## config.mk

```make
export PLATFORM = sky130hd
export DESIGN_NAME = stack_exec_flat
export DESIGN_NICKNAME = d
export VERILOG_FILES = /design/src/rtl/stack_exec_if.sv /design/src/rtl/stack_exec.sv /design/src/flat_wrapper.sv
export SDC_FILE = /design/constraint.sdc
export NUM_CORES = 1
export LEC_CHECK = 0
export BUFFER_PORTS_ARGS = -buffer_cell sky130_fd_sc_hd__buf_2
export CORE_ASPECT_RATIO = 0.7
export CORE_MARGIN = 1
export CORE_UTILIZATION = 33
export DETAILED_ROUTE_END_ITERATION = 7
export PLACE_DENSITY = 0.58
export SLEW_MARGIN = 15
export SYNTH_ARGS = -nofsm -noshare
export SYNTH_HDL_FRONTEND = slang
export SYNTH_SLANG_ARGS = --single-unit
```

## constraint.sdc

```tcl
create_clock -name clk -period 5.4 [get_ports clk]
set_input_delay 0.54 -clock clk [delete_from_list [all_inputs] [get_ports clk]]
set_output_delay 0.54 -clock clk [all_outputs]
set_load 0.01 [all_outputs]
```

## src/rtl/stack_exec_if.sv

```systemverilog
// Instruction handshake and attached-stack strobe bus for stack_exec.
// The slave side is the executor; the master side is the host plus the stack.
interface stack_exec_if #(parameter int DEPTH = 16);
  localparam int DW = $clog2(DEPTH + 1);

  logic          ins_valid;
  logic          ins_ready;
  logic [3:0]    ins_op;
  logic [15:0]   ins_imm;
  logic [15:0]   qtop;
  logic [15:0]   qnext;
  logic          load;
  logic          push;
  logic          pop;
  logic [15:0]   d;
  logic          done;
  logic          err;
  logic [DW-1:0] depth;

  modport slave (
    input  ins_valid, ins_op, ins_imm, qtop, qnext,
    output ins_ready, load, push, pop, d, done, err, depth
  );

  modport master (
    output ins_valid, ins_op, ins_imm, qtop, qnext,
    input  ins_ready, load, push, pop, d, done, err, depth
  );
endinterface

```

## src/rtl/stack_exec.sv

```systemverilog
// Stack-machine instruction executor: latches operands at acceptance, then
// drives push/pop/load strobes to an external stack and tracks its occupancy.
module stack_exec #(
  parameter int DEPTH = 16
) (
  input  logic         clk,
  input  logic         reset,
  stack_exec_if.slave  bus
);
  localparam int DW = $clog2(DEPTH + 1);
  localparam logic [DW-1:0] FULL = DW'(DEPTH);

  typedef enum logic [2:0] {IDLE, S1, S2, S3, MUL} state_e;
  typedef enum logic [3:0] {
    OP_NOP, OP_PUSH, OP_POP, OP_DUP, OP_SWAP, OP_ADD, OP_SUB, OP_AND,
    OP_OR, OP_XOR, OP_NOT, OP_INC, OP_SHL1, OP_MUL, OP_ILL_E, OP_ILL_F
  } op_e;

  state_e        state_q, state_d;
  op_e           op_q, op_in;
  logic [15:0]   imm_q, t_q, n_q, prod_q;
  logic [3:0]    cnt_q;
  logic          skip_q, err_q;
  logic [DW-1:0] depth_q, depth_d;
  logic [1:0]    need;
  logic          acc_err, acc_skip;
  logic [15:0]   una, bin;

  // Acceptance-time decode: operand demand and error classification.
  always_comb begin
    op_in = op_e'(bus.ins_op);
    need  = 2'd0;
    case (op_in)
      OP_POP, OP_DUP, OP_NOT, OP_INC, OP_SHL1: need = 2'd1;
      OP_SWAP, OP_ADD, OP_SUB, OP_AND, OP_OR, OP_XOR, OP_MUL: need = 2'd2;
      default: need = 2'd0;
    endcase
    acc_err  = (op_in == OP_ILL_E) || (op_in == OP_ILL_F) ||
               (depth_q < DW'(need)) ||
               ((op_in == OP_PUSH || op_in == OP_DUP) && depth_q == FULL);
    acc_skip = acc_err || (op_in == OP_NOP);
  end

  always_comb begin
    case (op_q)
      OP_NOT:  una = ~t_q;
      OP_INC:  una = t_q + 16'd1;
      default: una = {t_q[14:0], 1'b0};
    endcase
    case (op_q)
      OP_ADD:  bin = n_q + t_q;
      OP_SUB:  bin = n_q - t_q;
      OP_AND:  bin = n_q & t_q;
      OP_OR:   bin = n_q | t_q;
      OP_XOR:  bin = n_q ^ t_q;
      default: bin = prod_q;
    endcase
  end

  always_comb begin
    state_d       = state_q;
    bus.ins_ready = (state_q == IDLE);
    bus.load      = 1'b0;
    bus.push      = 1'b0;
    bus.pop       = 1'b0;
    bus.d         = 16'h0;
    bus.done      = 1'b0;
    bus.err       = 1'b0;
    case (state_q)
      IDLE: if (bus.ins_valid) state_d = (!acc_skip && op_in == OP_MUL) ? MUL : S1;
      S1: begin
        state_d = IDLE;
        // NOP and rejected instructions complete here without touching the stack.
        if (skip_q) begin
          bus.done = 1'b1;
          bus.err  = err_q;
        end else begin
          case (op_q)
            OP_PUSH: begin bus.push = 1'b1; bus.d = imm_q; bus.done = 1'b1; end
            OP_DUP:  begin bus.push = 1'b1; bus.d = t_q;   bus.done = 1'b1; end
            OP_POP:  begin bus.pop  = 1'b1;                bus.done = 1'b1; end
            OP_NOT, OP_INC, OP_SHL1: begin
              bus.load = 1'b1; bus.d = una; bus.done = 1'b1;
            end
            default: begin bus.pop = 1'b1; state_d = S2; end
          endcase
        end
      end
      S2: begin
        bus.load = 1'b1;
        if (op_q == OP_SWAP) begin
          bus.d   = t_q;
          state_d = S3;
        end else begin
          bus.d    = bin;
          bus.done = 1'b1;
          state_d  = IDLE;
        end
      end
      S3: begin
        bus.push = 1'b1;
        bus.d    = n_q;
        bus.done = 1'b1;
        state_d  = IDLE;
      end
      MUL:     if (cnt_q == 4'd15) state_d = S1;
      default: state_d = IDLE;
    endcase
  end

  assign depth_d   = depth_q + DW'(bus.push) - DW'(bus.pop);
  assign bus.depth = depth_q;

  always_ff @(posedge clk) begin
    if (reset) begin
      state_q <= IDLE;
      op_q    <= OP_NOP;
      imm_q   <= 16'h0;
      t_q     <= 16'h0;
      n_q     <= 16'h0;
      prod_q  <= 16'h0;
      cnt_q   <= 4'd0;
      skip_q  <= 1'b0;
      err_q   <= 1'b0;
      depth_q <= '0;
    end else begin
      state_q <= state_d;
      depth_q <= depth_d;
      if (state_q == IDLE && bus.ins_valid) begin
        op_q   <= op_in;
        imm_q  <= bus.ins_imm;
        t_q    <= bus.qtop;
        n_q    <= bus.qnext;
        skip_q <= acc_skip;
        err_q  <= acc_err;
        prod_q <= 16'h0;
        cnt_q  <= 4'd0;
      end else if (state_q == MUL) begin
        // Shift-add: T supplies multiplier bits LSB first, N is the shifted multiplicand.
        if (t_q[0]) prod_q <= prod_q + n_q;
        n_q   <= {n_q[14:0], 1'b0};
        t_q   <= {1'b0, t_q[15:1]};
        cnt_q <= cnt_q + 4'd1;
      end
    end
  end
endmodule

```

## src/flat_wrapper.sv

```systemverilog
// flat-port wrapper written by rule: the top's interface ports become plain ports
module stack_exec_flat 
#(
  parameter int DEPTH = 16
)
  (clk, reset, bus_ins_valid, bus_ins_op, bus_ins_imm, bus_qtop, bus_qnext, bus_ins_ready, bus_load, bus_push, bus_pop, bus_d, bus_done, bus_err, bus_depth);
  stack_exec_if #(.DEPTH(DEPTH)) bus_i ();
  input  logic clk;
  input  logic reset;
  input wire logic [$bits(bus_i.ins_valid)-1:0] bus_ins_valid;
  input wire logic [$bits(bus_i.ins_op)-1:0] bus_ins_op;
  input wire logic [$bits(bus_i.ins_imm)-1:0] bus_ins_imm;
  input wire logic [$bits(bus_i.qtop)-1:0] bus_qtop;
  input wire logic [$bits(bus_i.qnext)-1:0] bus_qnext;
  output wire logic [$bits(bus_i.ins_ready)-1:0] bus_ins_ready;
  output wire logic [$bits(bus_i.load)-1:0] bus_load;
  output wire logic [$bits(bus_i.push)-1:0] bus_push;
  output wire logic [$bits(bus_i.pop)-1:0] bus_pop;
  output wire logic [$bits(bus_i.d)-1:0] bus_d;
  output wire logic [$bits(bus_i.done)-1:0] bus_done;
  output wire logic [$bits(bus_i.err)-1:0] bus_err;
  output wire logic [$bits(bus_i.depth)-1:0] bus_depth;
  assign bus_i.ins_valid = bus_ins_valid;
  assign bus_i.ins_op = bus_ins_op;
  assign bus_i.ins_imm = bus_ins_imm;
  assign bus_i.qtop = bus_qtop;
  assign bus_i.qnext = bus_qnext;
  assign bus_ins_ready = bus_i.ins_ready;
  assign bus_load = bus_i.load;
  assign bus_push = bus_i.push;
  assign bus_pop = bus_i.pop;
  assign bus_d = bus_i.d;
  assign bus_done = bus_i.done;
  assign bus_err = bus_i.err;
  assign bus_depth = bus_i.depth;
  stack_exec #(.DEPTH(DEPTH)) u_core (.clk(clk), .reset(reset), .bus(bus_i));
endmodule
```

## Word level (Yosys, flattened, before mapping)

Memories as Yosys holds them, arrays and structs flattened.
Index checks and enable logic that the tools add are counted.
Widths: inputs -> output; s select.

| word-level totals | value |
|---|---|
| register bits after elaboration | 82 |
| ROM bits | 32 |
| input bits | 55 |
| output and inout port bits | 27 |
| logic and storage cells | 99 |
| memories kept | 1 |

Memories:

| name | depth | width | read ports | clocked after Yosys merged registers in | wr ports | RTL line | RTL |
|---|---|---|---|---|---|---|---|
| (name not given) | 16 | 2 | 1 | 0 | 0 | stack_exec.sv:33 | `case (op_in)` |

| operators by class | value |
|---|---|
| add/sub/neg operators | 7 |
| order comparisons | 1 |
| equality and inequality tests | 25 |
| multiplexer cells | 32 |
| bitwise gates (word level) | 4 |
| reduce and logical (&&, ||, !) cells | 19 |

Operators by type and width:

| cell | number |
|---|---|
| $mux 16 | 6 |
| $pmux 16 s3 | 2 |
| $pmux 16 s5 | 1 |
| $eq 4x4->1 const B | 9 |
| $add 16x16->16 | 2 |
| $pmux 16 s2 | 1 |
| $add 16x1->16 const B | 1 |
| $and 16x16->16 | 1 |
| $eq 4x3->1 const B | 4 |
| $not 16->16 | 1 |
| $or 16x16->16 | 1 |
| $sub 16x16->16 | 1 |
| $xor 16x16->16 | 1 |
| $eq 4x2->1 const B | 3 |
| $mux 1 | 12 |
| $mux 3 | 4 |
| $pmux 3 s4 | 1 |
| $eq 4x1->1 const B | 2 |
| $eq 3x2->1 const B | 2 |
| $reduce_or 6->1 | 1 |
| $add 5x1->5 | 1 |
| $eq 5x5->1 const B | 1 |
| $logic_or 1x1->1 | 5 |
| $lt 5x2->1 | 1 |
| 18 further kinds | 24 |

## Depth between registers and ports, before layout

| logic depth | value |
|---|---|
| word-level depth | 10 |
| depth in mapped cells | 14 |
| gate-level depth less buffers | 14 |

## Worst setup path before layout

No wires, ideal clock.

| timing | value |
|---|---|
| path type | reg2out |
| start point | reg u_core.op_q[2] |
| end point | out bus_d[15] |
| arrival time | 3029 ps |
| data required time | 4860 ps |
| slack | 1831 ps |
| cell stages (with the launch flop) | 15 |
| cells stage by stage | dfxtp_1 buf_2 nand2b_1 nor3_2 a21oi_1 a21oi_1 nand2_1 xnor2_1 ha_1 a21o_1 a21oi_1 nor2b_1 a211oi_1 xnor2_1 a221o_1 |

| between the ends | value |
|---|---|
| cells in the longest elaborated chain, start to end | 5 |
| elaborated cells on any way between the ends | 18 |

Ends and longest elaborated chain:

| what | RTL line | RTL |
|---|---|---|
| start, declared | stack_exec.sv:20 | `op_e op_q, op_in;` |
| start signal, assigned | stack_exec.sv:130 | `op_q <= op_in;` |
| $eq 4x4->1 (on tied branches) | stack_exec.sv:45, stack_exec.sv:78 |  |
| $pmux 16 s2 or $reduce_or 3->1 (tied branches) | -- |  |
| $pmux 16 s3 | stack_exec.sv:78 | `case (op_q)` |
| $mux 16 | stack_exec.sv:74 | `if (skip_q) begin` |
| $pmux 16 s3 * | stack_exec.sv:69 | `case (state_q)` |
| end, declared | flat_wrapper.sv:19 | `output wire logic [$bits(bus_i.d)-1:0] bus_d;` |

Mark *: on every way between the ends. The rest lies on a longest branch, timed or not.

## Worst setup path in the final report

Ends and elaborated chain as after synthesis.

==> impl_metrics.csv <==
group,metric,value,unit
sta,skew,0.00760,ns
hold_path,hp-start,"bus_ins_imm[13]",
yosys,yosys-top-cells-area,"dfxtp_1 23%, ha_1 13%, nand2_1 7.4%",
route,drc,4,
yosys,synth_edf_count,0,
sta,fin_crit,4.72,ns
cts,clkSinkCount,82,
sta,timing.slew.headroom,42.9,%
cts,cts_made_buffers,9,
floorplanning,die_y,126,µm
cts,cts_tree,"yes",
worst_setup_path,cp-start-kind,"flop",
route,ant_nets,0,
placement,placedCellCount,1293,
floorplanning,num_rows,45,
hold_path,hp-class,"primary input to flop",
cts,cts_resized,0,
sta,finalSetupTns,0,ns
floorplanning,core,21600,µm²
placement,io_buffer_count,81,
worst_setup_path,worst_r2r_endpoint,"u_core.bus.depth[4]$_SDFF_PP0_",
cts,hold_buffers,0,
sta,period_share,87.5,%
yosys,synth_area_per_cell,7.41,µm²
sta,timing.fmax,212,MHz
cts,cts.path.max_buffers,2,
sta,slew_viol_final,0,
final_layout,nets,1153,
yosys,synth_warnings,0,
yosys,synth.distinct_cells,73,
placement,hpwl,20100,µm
floorplanning,dieArea,22600,µm²
final_layout,syn2layout_area_growth,11.6,%
route,vias_per_cell,5.80,
cts,clkLatencyLatePin,0.36,ns
global_route,grt_pass1_vias,6721,
yosys,synth-seq-cells,82,
sta,hold_viol,0,
power_and_ir_drop,peakVddDrop,156,µV
yosys,seq_area_frac_synth,22.6,%
run_status,failed_checks,"DRC",
route,avgRoutedWirePerCell,20.3,µm
power_and_ir_drop,leakage,3.21,nW
route,first_pass_iters,8,
sta,setup_viol,0,
final_layout,drive_gt1_share,12.6,%
worst_setup_path,cp-end-kind,"output port",
cts,cts_max_level,3,
global_route,grt_max_degree,48,
worst_setup_path,cp.required,4.86,ns
yosys,post_synth_inst_count,982,
global_route,grt_pass1_wl,40900,µm
worst_setup_path,worstReg2RegStart,"u_core.op_q[0]$_SDFFE_PP0P_",
run,drv_cap,0,
final_layout,finalNonFillerCells,1309,
global_route,antenna_found_initial,0,
global_route,grt_overflow_total,0,
yosys,synthArstFlopShare,0,%
final_layout,diodes,0,
cts,path_clk_slew,0.07,ns
worst_setup_path,path_class,"flop to output port",
floorplanning,die_w,179,µm
worst_setup_path,r2r_slack,2.21,ns
floorplanning,initial_utilization,33.6,%
yosys,synth_most_common_cell,"nand2_1",
sta,rsz0062_at_grt,"no",
placement,place.gp.congestion,0.959,
yosys,syn_area,7270,µm²
yosys,syn_nets,1113,
cts,post-cts-setup-buffer-count,0,
cts,root_buffer,"clkbuf_16",
power_and_ir_drop,powerDensity,284,nW/µm²
run_status,status,"finished, violations left",
yosys,yosysTopAreaCell,"dfxtp_1",
floorplanning,ioPinCount,82,
route,drt-total-wl,26600,µm
hold_path,holdPathStages,3,
yosys,ys_top_cells_by_count,"143 x nand2_1, 107 x a21oi_1, 82 x dfxtp_1",
hold_path,hold_end,"u_core.imm_q[13]$_SDFFE_PP0P_",
worst_setup_path,reg2regPathDepth,14,
yosys,synth_top_area_share,22.6,%
global_route,globalRouteTotalUtil,23.4,%
route,vias,7592,
worst_setup_path,worstPathArrival,4.18,ns
worst_setup_path,crit_fanout,15,
route,drtIter0Drc,1043,
sta,tightest_slew,0.856,ns
yosys,synth-main-ff-cell,"dfxtp_1",
[final cells by class]
cell class | instances | area, µm²
Fill cell | 2356 | 13500
Sequential cell | 82 | 1640
Timing Repair Buffer | 97 | 526
Clock inverter | 5 | 38.8
Inverter | 54 | 203
Multi-Input combinational cell | 778 | 5100
Clock buffer | 11 | 253
Tap cell | 282 | 353
[how the worst max path moves through the flow]
stage | endpoint | startpoint | depth (start not counted)
4_1_cts | bus_d[15] | u_core.op_q[2]$_SDFFE_PP0P_ | 13
2_1_floorplan | bus_d[15] | u_core.op_q[2]$_SDFFE_PP0P_ | 14
5_1_grt | bus_d[15] | u_core.op_q[3]$_SDFFE_PP0P_ | 14
6_report | bus_d[15] | u_core.op_q[2]$_SDFFE_PP0P_ | 13
3_5_place_dp | bus_d[15] | u_core.op_q[2]$_SDFFE_PP0P_ | 13
3_3_place_gp | bus_d[15] | u_core.op_q[2]$_SDFFE_PP0P_ | 13
[registers in the layout, indices dropped and copies added, names as in the netlist]
signal / flops
u_core.state_q: 3
u_core.t_q: 16
u_core.cnt_q: 4
u_core.bus.depth: 5
u_core.n_q: 16
u_core.skip_q: 1
u_core.op_q: 4
u_core.prod_q: 16
u_core.imm_q: 16
u_core.err_q: 1
[where the power goes]
part           internal, mW  leakage (nW)  switching [mW]
clock network         0.339         0.142           0.273
logic                 0.370          2.40           0.550
registers             0.662         0.670           0.114
total                  1.37          3.21           0.937
[layout by cell type (no fill, tap or decap), types with 10 or more instances in the layout]
cell	instances
a22oi_1	39
nor2b_1	12
xnor2_1	36
a222oi_1	19
o21a_1	10
buf_2	81
nand2b_1	17
a211oi_1	14
nand3_1	20
o31ai_1	10
nand2_1	143
o21ai_0	58
a21oi_1	107
inv_1	52
xor2_1	14
ha_1	73
nor2_1	66
nor3_1	16
dfxtp_1	82
buf_4	16
[cell families after synthesis]
kind of cell | synth area share (%)
compound gates | 30.2
simple gates | 19.8
buf+inv | 7.29
flops | 22.6
fa+ha+maj | 13.4
xor+xnor | 6.02
mux | 0.705
[stage by stage]
| stage | worst slack [ns] | power [mW] | instance area [µm²] | hold slack [ns] | util, % |
|---|---|---|---|---|---|
| after detailed placement | 1.11 | 1.69 | 7830 | 0.455 | 36.2 |
| final | 0.675 | 2.31 | 8120 | 0.417 | 37.6 |
| after global routing | 0.467 | 2.46 | 8120 | 0.415 | 37.6 |
| after global placement | 1.15 | 1.68 | 7830 | 0.447 | 36.2 |
| after floorplan | 1.83 | 1.44 | 7270 | 0.434 | - |
| after CTS | 0.732 | 2.30 | 8120 | 0.411 | 37.6 |
[critical path, cell delays in order (launching register included)]
cell	delay, ns
dfxtp_1	0.61
nor2b_1	0.55
nand3_1	0.30
a21oi_1	0.31
nand2_1	0.11
xnor2_1	0.14
ha_1	0.41
a21o_1	0.22
a21oi_1	0.15
nor2b_1	0.06
a211oi_1	0.34
xnor2_1	0.12
a221o_1	0.38
buf_2	0.15
[layer usage]
metal | vias up | wire, µm | GRT usage, %
met5 | - | 0 | 0
met4 | 0 | 265 | 4.26
met3 | 22 | 2700 | 5.61
met2 | 366 | 10300 | 31.5
met1 | 3560 | 13400 | 36.6
li1 | 3644 | - | -
Note: power is estimated with default switching activity, not from simulation.
